`src/rtl/mini_ram_arb_pkg.sv`:
```
`default_nettype none
// ============================================================================
//  Module      : mini_ram_arb_pkg
//  Description : Shared types and defaults for the mini_ram_arb RAM arbiter:
//                owner-state encoding, in-flight read tag and width defaults.
//  Revision    : 1.0  initial release
// ============================================================================
package mini_ram_arb_pkg;

    localparam int c_AW        = 8;
    localparam int c_DW        = 8;
    localparam int c_MAX_BURST = 4;

    // Last port accepted by the arbiter
    typedef enum logic [1:0] {
        OWN_NONE = 2'd0,
        OWN0     = 2'd1,
        OWN1     = 2'd2
    } own_e;

    // Tag carried alongside a read while it is in flight to the RAM
    typedef struct packed {
        logic vld;
        logic id;
    } tag_t;

    // Port id to one-hot grant vector
    function automatic logic [1:0] f_onehot(input logic id);
        return id ? 2'b10 : 2'b01;
    endfunction

endpackage
`default_nettype wire

```
`src/rtl/mini_ram_arb_if.sv`:
```
`default_nettype none
// ============================================================================
//  Module      : mini_ram_arb_if
//  Description : Bundle of both requester ports and the RAM command/return
//                path seen by mini_ram_arb.
//  Revision    : 1.0  initial release
// ============================================================================
interface mini_ram_arb_if
    import mini_ram_arb_pkg::*;
#(
    parameter int AW = c_AW,
    parameter int DW = c_DW
);
    logic          p0_valid;
    logic          p0_wr;
    logic [AW-1:0] p0_addr;
    logic [DW-1:0] p0_wdata;
    logic          p0_ready;
    logic          p0_rvalid;
    logic [DW-1:0] p0_rdata;

    logic          p1_valid;
    logic          p1_wr;
    logic [AW-1:0] p1_addr;
    logic [DW-1:0] p1_wdata;
    logic          p1_ready;
    logic          p1_rvalid;
    logic [DW-1:0] p1_rdata;

    logic [AW-1:0] ram_addr;
    logic [DW-1:0] ram_wdata;
    logic          ram_wr;
    logic          ram_rd;
    logic [DW-1:0] ram_rdata;

    // Arbiter side
    modport slave (
        input  p0_valid, p0_wr, p0_addr, p0_wdata,
        output p0_ready, p0_rvalid, p0_rdata,
        input  p1_valid, p1_wr, p1_addr, p1_wdata,
        output p1_ready, p1_rvalid, p1_rdata,
        output ram_addr, ram_wdata, ram_wr, ram_rd,
        input  ram_rdata
    );

    // Requester / RAM side
    modport master (
        output p0_valid, p0_wr, p0_addr, p0_wdata,
        input  p0_ready, p0_rvalid, p0_rdata,
        output p1_valid, p1_wr, p1_addr, p1_wdata,
        input  p1_ready, p1_rvalid, p1_rdata,
        input  ram_addr, ram_wdata, ram_wr, ram_rd,
        output ram_rdata
    );

endinterface
`default_nettype wire

```
`src/rtl/mini_ram_arb_rr.sv`:
```
`default_nettype none
// ============================================================================
//  Module      : mini_rr_arb2
//  Description : Two-way round-robin arbiter with bounded burst. Tracks the
//                last owner, a burst counter and a tie-break pointer used
//                when both ports request from idle.
//  Revision    : 1.0  initial release
// ============================================================================
module mini_rr_arb2
    import mini_ram_arb_pkg::*;
#(
    parameter int MAX_BURST = c_MAX_BURST
) (
    input  wire logic       clk,
    input  wire logic       rst_n,
    input  wire logic [1:0] valid,
    output logic      [1:0] grant
);

    localparam int               c_BCW   = (MAX_BURST > 1) ? $clog2(MAX_BURST) : 1;
    localparam logic [c_BCW-1:0] c_BLAST = c_BCW'(MAX_BURST - 1);

    own_e             r_state;
    logic [c_BCW-1:0] r_bcnt;
    logic             r_ptr;

    logic w_any;
    logic w_win;
    logic w_yield;
    logic w_same;

    // Pick the winner: sole requester, else owner until its burst is spent
    always_comb begin
        w_any   = |valid;
        w_win   = 1'b0;
        w_yield = 1'b0;
        if (&valid) begin
            case (r_state)
                OWN0: begin
                    w_yield = (r_bcnt == c_BLAST);
                    w_win   = w_yield;
                end
                OWN1: begin
                    w_yield = (r_bcnt == c_BLAST);
                    w_win   = ~w_yield;
                end
                default: w_win = r_ptr;
            endcase
        end else begin
            w_win = valid[1];
        end
        w_same = ((r_state == OWN0) && !w_win) || ((r_state == OWN1) && w_win);
        // Nothing may be accepted while reset is held
        grant  = (w_any && rst_n) ? f_onehot(w_win) : 2'b00;
    end

    // Owner state, burst counter and tie-break pointer
    always_ff @(posedge clk or negedge rst_n) begin
        if (!rst_n) begin
            r_state <= OWN_NONE;
            r_bcnt  <= '0;
            r_ptr   <= 1'b0;
        end else if (!w_any) begin
            r_state <= OWN_NONE;
            r_bcnt  <= '0;
        end else begin
            r_state <= w_win ? OWN1 : OWN0;
            if (w_yield) begin
                r_bcnt <= '0;
                r_ptr  <= ~r_ptr;
            end else if (w_same) begin
                // Saturate so an uncontended run cannot push the count out of range
                r_bcnt <= (r_bcnt == c_BLAST) ? r_bcnt : r_bcnt + c_BCW'(1);
            end else begin
                r_bcnt <= '0;
            end
        end
    end

endmodule
`default_nettype wire

```
`src/rtl/mini_ram_arb.sv`:
```
`default_nettype none
// ============================================================================
//  Module      : mini_ram_arb
//  Description : Arbitrates two requesters onto a single-port RAM. Registers
//                the accepted command, tags in-flight reads and returns read
//                data to the issuing port two cycles after acceptance.
//  Revision    : 1.0  initial release
// ============================================================================
module mini_ram_arb
    import mini_ram_arb_pkg::*;
#(
    parameter int AW        = c_AW,
    parameter int DW        = c_DW,
    parameter int MAX_BURST = c_MAX_BURST
) (
    input  wire logic      clk,
    input  wire logic      rst_n,
    mini_ram_arb_if.slave  bus
);

    logic [1:0]    w_grant;
    logic          w_acc;
    logic          w_sel;
    logic          w_wr;
    logic [AW-1:0] w_addr;
    logic [DW-1:0] w_wdata;

    logic          r_wr;
    logic          r_rd;
    logic [AW-1:0] r_addr;
    logic [DW-1:0] r_wdata;
    tag_t          r_tag0;
    tag_t          r_tag1;

    mini_rr_arb2 #(
        .MAX_BURST (MAX_BURST)
    ) u_arb (
        .clk   (clk),
        .rst_n (rst_n),
        .valid ({bus.p1_valid, bus.p0_valid}),
        .grant (w_grant)
    );

    assign bus.p0_ready = w_grant[0];
    assign bus.p1_ready = w_grant[1];

    // Select the winning port's request fields
    always_comb begin
        w_acc   = |w_grant;
        w_sel   = w_grant[1];
        w_wr    = w_sel ? bus.p1_wr    : bus.p0_wr;
        w_addr  = w_sel ? bus.p1_addr  : bus.p0_addr;
        w_wdata = w_sel ? bus.p1_wdata : bus.p0_wdata;
    end

    // Command register: one RAM command per accepted request, zero otherwise
    always_ff @(posedge clk or negedge rst_n) begin
        if (!rst_n) begin
            r_wr    <= 1'b0;
            r_rd    <= 1'b0;
            r_addr  <= '0;
            r_wdata <= '0;
        end else begin
            r_wr    <= w_acc & w_wr;
            r_rd    <= w_acc & ~w_wr;
            r_addr  <= w_acc ? w_addr : '0;
            r_wdata <= (w_acc & w_wr) ? w_wdata : '0;
        end
    end

    // Two-stage tag pipe lining reads up with the RAM's one-cycle data return
    always_ff @(posedge clk or negedge rst_n) begin
        if (!rst_n) begin
            r_tag0 <= '0;
            r_tag1 <= '0;
        end else begin
            r_tag0 <= '{vld: w_acc & ~w_wr, id: w_sel};
            r_tag1 <= r_tag0;
        end
    end

    assign bus.ram_wr    = r_wr;
    assign bus.ram_rd    = r_rd;
    assign bus.ram_addr  = r_addr;
    assign bus.ram_wdata = r_wdata;

    // Response demux: data is gated so idle ports present zero
    assign bus.p0_rvalid = r_tag1.vld & ~r_tag1.id;
    assign bus.p1_rvalid = r_tag1.vld &  r_tag1.id;
    assign bus.p0_rdata  = bus.p0_rvalid ? bus.ram_rdata : '0;
    assign bus.p1_rdata  = bus.p1_rvalid ? bus.ram_rdata : '0;

endmodule
`default_nettype wire

```
`src/flat_wrapper.sv`:
```
// flat-port wrapper written by rule: the top's interface ports become plain ports
module mini_ram_arb_flat import mini_ram_arb_pkg::*;
#(
    parameter int AW        = c_AW,
    parameter int DW        = c_DW,
    parameter int MAX_BURST = c_MAX_BURST
)
  (clk, rst_n, bus_p0_valid, bus_p0_wr, bus_p0_addr, bus_p0_wdata, bus_p0_ready, bus_p0_rvalid, bus_p0_rdata, bus_p1_valid, bus_p1_wr, bus_p1_addr, bus_p1_wdata, bus_p1_ready, bus_p1_rvalid, bus_p1_rdata, bus_ram_addr, bus_ram_wdata, bus_ram_wr, bus_ram_rd, bus_ram_rdata);
  mini_ram_arb_if #(.AW(AW), .DW(DW)) bus_i ();
  input  wire logic clk;
  input  wire logic rst_n;
  input wire logic [$bits(bus_i.p0_valid)-1:0] bus_p0_valid;
  input wire logic [$bits(bus_i.p0_wr)-1:0] bus_p0_wr;
  input wire logic [$bits(bus_i.p0_addr)-1:0] bus_p0_addr;
  input wire logic [$bits(bus_i.p0_wdata)-1:0] bus_p0_wdata;
  output wire logic [$bits(bus_i.p0_ready)-1:0] bus_p0_ready;
  output wire logic [$bits(bus_i.p0_rvalid)-1:0] bus_p0_rvalid;
  output wire logic [$bits(bus_i.p0_rdata)-1:0] bus_p0_rdata;
  input wire logic [$bits(bus_i.p1_valid)-1:0] bus_p1_valid;
  input wire logic [$bits(bus_i.p1_wr)-1:0] bus_p1_wr;
  input wire logic [$bits(bus_i.p1_addr)-1:0] bus_p1_addr;
  input wire logic [$bits(bus_i.p1_wdata)-1:0] bus_p1_wdata;
  output wire logic [$bits(bus_i.p1_ready)-1:0] bus_p1_ready;
  output wire logic [$bits(bus_i.p1_rvalid)-1:0] bus_p1_rvalid;
  output wire logic [$bits(bus_i.p1_rdata)-1:0] bus_p1_rdata;
  output wire logic [$bits(bus_i.ram_addr)-1:0] bus_ram_addr;
  output wire logic [$bits(bus_i.ram_wdata)-1:0] bus_ram_wdata;
  output wire logic [$bits(bus_i.ram_wr)-1:0] bus_ram_wr;
  output wire logic [$bits(bus_i.ram_rd)-1:0] bus_ram_rd;
  input wire logic [$bits(bus_i.ram_rdata)-1:0] bus_ram_rdata;
  assign bus_i.p0_valid = bus_p0_valid;
  assign bus_i.p0_wr = bus_p0_wr;
  assign bus_i.p0_addr = bus_p0_addr;
  assign bus_i.p0_wdata = bus_p0_wdata;
  assign bus_p0_ready = bus_i.p0_ready;
  assign bus_p0_rvalid = bus_i.p0_rvalid;
  assign bus_p0_rdata = bus_i.p0_rdata;
  assign bus_i.p1_valid = bus_p1_valid;
  assign bus_i.p1_wr = bus_p1_wr;
  assign bus_i.p1_addr = bus_p1_addr;
  assign bus_i.p1_wdata = bus_p1_wdata;
  assign bus_p1_ready = bus_i.p1_ready;
  assign bus_p1_rvalid = bus_i.p1_rvalid;
  assign bus_p1_rdata = bus_i.p1_rdata;
  assign bus_ram_addr = bus_i.ram_addr;
  assign bus_ram_wdata = bus_i.ram_wdata;
  assign bus_ram_wr = bus_i.ram_wr;
  assign bus_ram_rd = bus_i.ram_rd;
  assign bus_i.ram_rdata = bus_ram_rdata;
  mini_ram_arb #(.AW(AW), .DW(DW), .MAX_BURST(MAX_BURST)) u_core (.clk(clk), .rst_n(rst_n), .bus(bus_i));
endmodule
```
`config.mk`:
```
export PLATFORM = sky130hd
export DESIGN_NAME = mini_ram_arb_flat
export DESIGN_NICKNAME = d
export VERILOG_FILES = /design/src/rtl/mini_ram_arb_pkg.sv /design/src/rtl/mini_ram_arb_if.sv /design/src/rtl/mini_ram_arb_rr.sv /design/src/rtl/mini_ram_arb.sv /design/src/flat_wrapper.sv
export SDC_FILE = /design/constraint.sdc
export NUM_CORES = 1
export LEC_CHECK = 0
export BUFFER_PORTS_ARGS = -buffer_cell sky130_fd_sc_hd__buf_4
export CAP_MARGIN = 15
export CORE_MARGIN = 8
export CORE_UTILIZATION = 39
export CTS_BUF_LIST = sky130_fd_sc_hd__clkbuf_4
export DETAILED_ROUTE_END_ITERATION = 10
export GPL_TIMING_DRIVEN = 0
export PLACE_DENSITY = 0.77
export SETUP_SLACK_MARGIN = 0.3
export SLEW_MARGIN = 20
export SYNTH_ARGS = -nofsm -noshare
export SYNTH_HDL_FRONTEND = slang
export SYNTH_SLANG_ARGS = --single-unit
```
`constraint.sdc`:
```
create_clock -name clk -period 1.7 [get_ports clk]
set_input_delay 0.255 -clock clk [delete_from_list [all_inputs] [get_ports clk]]
set_output_delay 0.255 -clock clk [all_outputs]
set_load 0.03 [all_outputs]
```
; ---- After elaboration in Yosys (flattened, before gate mapping)
; Index checks and enable logic that the tools add are counted.
[word_totals]
reg_bits = 26
in_bits = 46
output_inout_bits = 38
word_cells = 51
[op_classes]
n_addsub = 1
eq_ne = 4
n_mux = 18
bitwise = 8
reduce_logical = 10
[ops]
columns = op, n
row1 = 2-to-1 mux 8 bit, 6
row2 = 2-to-1 mux 2 bit, 7
row3 = OR reduction 2 bit, 3
row4 = bitwise AND 1 bit, 4
row5 = == test 2 bit (second input constant), 2
row6 = 2-to-1 mux 1 bit, 4
row7 = != test 4 bit (second input constant), 1
row8 = NOT 1 bit, 4
row9 = AND reduction 2 bit, 2
row10 = logical AND 1 bit, 3
row11 = adder 2 x 1 -> 2 bit (second input constant), 1
row12 = == test 2 x 1 -> 1 bit (second input constant), 1
row13 = case mux 1 bit (2 select lines), 1
row14 = zero test 1 bit, 1
row15 = logical OR 1 bit, 1

; ---- Depth between registers and ports, before layout
[logic_depth]
depth_word = 10
ltp_mapped = 8
ltp_nobuf = 6

; ---- Modules after synthesis
; A second synthesis with hierarchy kept.
[unflattened]
hier_cells = 121
area_unflattened_um2 = 1291.2
[by_module_without_submodules]
columns = module, instances, cells_each, area_per_inst_um2, seq_area_each_um2
row1 = mini_ram_arb, 1, 86, 934.6, 525.5
row2 = mini_rr_arb2, 1, 35, 356.6, 125.1

; ---- Worst setup path after synthesis
; OpenSTA, ideal clock, no wires.
[synth_timing]
path_type = register to register
from = reg u_core.u_arb.r_state[0]
to = reg u_core.r_wdata[0] (netlist: u_core.bus.ram_wdata[0])
arrival_ns = 2.119
slack_ns = -0.500
stages_incl_launch_ff = 8
n_path_buf = 1
path_cell_list = dfrtp_1 -> inv_1 -> ha_1 -> clkbuf_1 -> and3_1 -> a2111oi_4 -> a32oi_4 -> a21oi_1
[synth_between]
elab_chain_cells = 8
[synth_rtl]
columns = element, line_no
row1 = start: declaration, mini_ram_arb_rr.sv:23  ; own_e r_state;
row2 = start signal: assignment, mini_ram_arb_rr.sv:67  ; r_state <= w_win ? OWN1 : OWN0;
row3 = == test 2 bit or == test 2 x 1 -> 1 bit (tied branches), mini_ram_arb_rr.sv:38  ; case (r_state)
row4 = case mux 1 bit (2 select lines) (*), mini_ram_arb_rr.sv:38
row5 = 2-to-1 mux 1 bit (*), mini_ram_arb_rr.sv:37  ; if (&valid) begin
row6 = 2-to-1 mux 2 bit (*), mini_ram_arb_pkg.sv:29  ; return id ? 2'b10 : 2'b01;
row7 = 2-to-1 mux 2 bit (*), mini_ram_arb_rr.sv:54  ; grant = (w_any && rst_n) ? f_onehot(w_win) : 2'b00;
row8 = net bus_p0_ready, flat_wrapper.sv:16  ; output wire logic [$bits(bus_i.p0_ready)-1:0] bus_p0_ready;
row9 = OR reduction 2 bit (*), mini_ram_arb.sv:49  ; w_acc = |w_grant;
row10 = bitwise AND 1 bit (*), mini_ram_arb.sv:67  ; r_wdata <= (w_acc & w_wr) ? w_wdata : '0;
row11 = 2-to-1 mux 8 bit (*), mini_ram_arb.sv:67
row12 = end signal: assignment, mini_ram_arb.sv:67
row13 = end: declaration, mini_ram_arb.sv:31  ; logic [DW-1:0] r_wdata;
; Mark *: on every way through the listed nets, which the timed path passes. The rest lies on a longest branch.
; A chain may end at the register's enable or synchronous reset.

; ---- Worst setup path in the final report
[layout_timing]
from = reg u_core.u_arb.r_bcnt[0]
to = out bus_p0_ready
[layout_between]
elab_chain_cells = 6
[layout_rtl]
columns = element, line_no
row1 = start: declaration, mini_ram_arb_rr.sv:24  ; logic [c_BCW-1:0] r_bcnt;
row2 = start signal: assignment, mini_ram_arb_rr.sv:73  ; r_bcnt <= (r_bcnt == c_BLAST) ? r_bcnt : r_bcnt + c_BCW'(1);
row3 = == test 2 bit (*), "mini_ram_arb_rr.sv:40, mini_ram_arb_rr.sv:44"
row4 = NOT 1 bit, mini_ram_arb_rr.sv:45  ; w_win = ~w_yield;
row5 = case mux 1 bit (2 select lines) (*), mini_ram_arb_rr.sv:38
row6 = 2-to-1 mux 1 bit (*), mini_ram_arb_rr.sv:37
row7 = 2-to-1 mux 2 bit (*), mini_ram_arb_pkg.sv:29
row8 = 2-to-1 mux 2 bit (*), mini_ram_arb_rr.sv:54
row9 = end: declaration, flat_wrapper.sv:16
; Every way passes the cells marked *; elsewhere a longest branch is shown, timed or not.

==> out/metrics.yaml <==
route:
  drtIter0Drc: 19
  firstDrtPassIters: 4
  viasPerCell: 4.915
  ant_nets: 0
  routed_wl_mm: 4.710
  wire_per_inst_um: 16.64
  drcViolationCount: 0
  num_vias: 1391
critical_path:
  critical_path.startpoint_type: "flip-flop"
  arrival_ns: 1.96
  cp.required_ns: 1.44
  reg2reg_depth: 9
  reg2reg_from: "u_core.u_arb.r_bcnt[0]"
  crit_type: "reg2out"
  worstSetupStartpoint: "u_core.u_arb.r_bcnt[0]"
  critical_path.max_fanout: 3
  end_kind: "output port"
grt:
  overflow: 0
  antenna_found_initial: 0
  grt_max_degree: 27
  grt_usage_pct: 17.39
  grt_pass1_wl_mm: 7.424
  grt_pass1_vias: 1541
layout:
  drive_gt1_share_pct: 65.82
  fillers: 233
  register_area_um2: 653.1
  diodes: 0
  num-nets-final: 289
  area_delta_synth_final_pct: 96.70
  multiInputGateArea_um2: 814.5
power_and_ir_drop:
  cellLeakagePower_nw: 1.292
  power.density_nw_per_um2: 666.6
  max-vdd-ir-drop_mv: 0.6125
  power_mw: 1.741
synth:
  postSynthCellCount: 129
  ys_warn_count: 0
  yosysTopAreaCellShare_pct: 49.01
  synth-seq-area-share_pct: 49.01
  synth_top_cells_by_area: "dfrtp_1 (49%), ha_1 (4.7%), and2_1 (4.2%)"
  synth_nets: 180
  syn_area_um2: 1328
  ys_seq_elements: 26
  syn_area_per_cell_um2: 10.29
  synth_top_area_cell: "dfrtp_1"
  ys_types: 30
cts:
  cts_tree: "done"
  path_clk_slew_ns: 0.15
  insertion_delay_ns: 0.32
  cts_sinks: 26
  cts_inserted_buffers: 3
  cts_max_path_buffers: 2
  root_buffer: "clkbuf_4"
  htree_num_levels: 1
timing:
  maxSlewHeadroom_pct: 57.84
  drv_slew: 0
  worst_hold_slack_ns: 0.1422
  fmax_mhz: 451.4
  worstMarginPinSlew_ns: 0.6324
  hold_viol_final: 0
  finalSetupViolations: 23
  finalClockSkew_ns: 0.005169
  grt_setup_unrepaired: "true"
  post-route-period-util_pct: 130.3
  setup_slack_ns: -0.5152
  finalCriticalPeriod_ns: 2.215
min_path:
  hold_path_depth: 2
  min-delay-start: "bus_p1_addr[4]"
  hold_class: "in2reg"
die:
  die_h_um: 74.34
  rows: 21
  chipWidth_um: 74.34
  num_io_pins: 84
  initial_core_util_pct: 40.10
  coreArea_um2: 3311
  die_area_um2: 5526
status:
  violations: "setup timing"
  status: "complete, but fails checks"
place:
  portBuffers: 82
  preCtsSetupSlack_ns: -0.4029
  gp_congestion: 0.7242
  dpl.hpwl_mm: 3.113
flow_run:
  drv_cap: 0
==> flip-flops by register name, indices dropped and copies added, names as in the netlist <==
name                  cells
u_core.bus.ram_wdata      8
u_core.bus.ram_addr       8
u_core.bus.ram_wr         1
u_core.r_tag1             2
u_core.bus.ram_rd         1
u_core.r_tag0             1
u_core.u_arb.r_ptr        1
u_core.u_arb.r_bcnt       2
u_core.u_arb.r_state      2
==> layout by cell type, fill, tap and decap left out, types with 3 or more instances in the layout <==
cell,synthesis,routed
a21oi_2,0,8
a22o_1,4,4
a22oi_2,0,5
and2_4,0,9
and3_4,0,9
buf_12,0,3
buf_4,1,69
buf_6,0,27
buf_8,0,4
clkbuf_4,0,3
dfrtp_1,26,24
ha_1,5,4
inv_1,8,6
nand2_1,12,12
nand3_1,8,8
nor2_1,7,7
==> worst max-delay path: stages (launching register included) <==
cell and delay (ns):
dfrtp_1 0.41, ha_2 0.19, buf_6 0.11, mux2_4 0.33
a2111oi_4 0.36, buf_4 0.23
==> logic make-up (layout without fill, tap and decap cells) <==
logic type / count (synthesis) / after routing / synth area share [%]
and+or+nand+nor: 53 / 53 / 20.92
AOI/OAI and AO/OA: 27 / 28 / 17.91
DFF: 26 / 26 / 49.01
buffers and inverters: 14 / 121 / 4.242
adders and majority gates: 5 / 5 / 4.713
xor gates and xnor gates: 2 / 2 / 1.320
muxes: 2 / 2 / 1.885
==> cell usage after synthesis <==
| cell type | instances |
|---|---|
| dfrtp_1 | 26 |
| o211ai_1 | 1 |
| a32oi_4 | 1 |
| buf_4 | 1 |
| a21oi_1 | 9 |
| nor2b_1 | 2 |
| xor2_1 | 1 |
| a22oi_1 | 5 |
| nor2_1 | 7 |
| o2111ai_2 | 1 |
| a2111oi_4 | 1 |
| mux2_4 | 1 |
| inv_1 | 8 |
| clkbuf_1 | 5 |
| a22o_1 | 4 |
| ha_1 | 5 |
| a31oi_1 | 2 |
| nand4b_1 | 1 |
| a21boi_0 | 1 |
| mux2i_1 | 1 |
| and3_1 | 9 |
| and2_1 | 9 |
| or3_1 | 1 |
| o211a_1 | 1 |
| nand3b_1 | 1 |
| xnor2_1 | 1 |
| nand3_1 | 8 |
| a211oi_2 | 1 |
| nand2b_1 | 3 |
| nand2_1 | 12 |
==> per-layer routing <==
| metal | GRT usage, % | share of wire [%] | wire length [um] |
|---|---|---|---|
| met4 | 3.261 | 0.66 | 31 |
| met2 | 33.11 | 51 | 2423 |
| met3 | 5.930 | 9.5 | 448 |
| met1 | 17.92 | 38 | 1806 |
| met5 | 0 | 0 | 0 |
==> what timing repair did <==
| item | 4_1_cts | 5_1_grt |
|---|---|---|
| cloned | 4 | 1 |
| buffers inserted | 12 | 3 |
| hold endpoints to repair | 26 | 0 |
| pin swaps | 19 | 4 |
| resized for setup | 64 | 16 |
| endpoints found under the setup margin | 42 | 44 |
| hold buffers | 2 | 0 |
==> final cells by class <==
type,instances,area share [%]
timing repair buffer,103,35.60
multi-input combinational,90,31.19
sequential,26,25.01
buffer,6,2.827
tap,46,2.204
clock inverter,1,1.150
inverter,8,1.150
clock buffer,3,0.8625
==> power breakdown <==
group | internal [mW] | switching [mW]
clock | 0.238 | 0.187
sequential | 0.659 | 0.0206
combinational | 0.320 | 0.315
total | 1.22 | 0.523
==> path summary, 6_finish.rpt <==
kind	end	slack [ns]
setup / recovery	bus_p0_ready	-0.52
hold / removal	u_core.bus.ram_addr[4]	0.14
setup reg to reg	u_core.bus.ram_wdata[6]	-0.40
hold reg to reg	u_core.r_tag1[0]	0.38
max in group asynchronous	u_core.r_tag1[0]	1.07
min in group asynchronous	u_core.u_arb.r_state[1]	0.46
==> metrics by stage <==
| stage | area (um^2) | std cells | TNS [ns] | util, % |
|---|---|---|---|---|
| after floorplan | 1351 | 129 | -5.112 | - |
| after global placement | 2024 | 257 | -5.558 | 61.15 |
| after detailed placement | 2024 | 257 | -5.569 | 61.15 |
| after CTS | 2532 | 279 | -6.781 | 76.49 |
| after global routing | 2611 | 283 | -8.832 | 78.87 |
| final | 2611 | 283 | -7.488 | 78.87 |
Power figures use the tool's default switching activity.
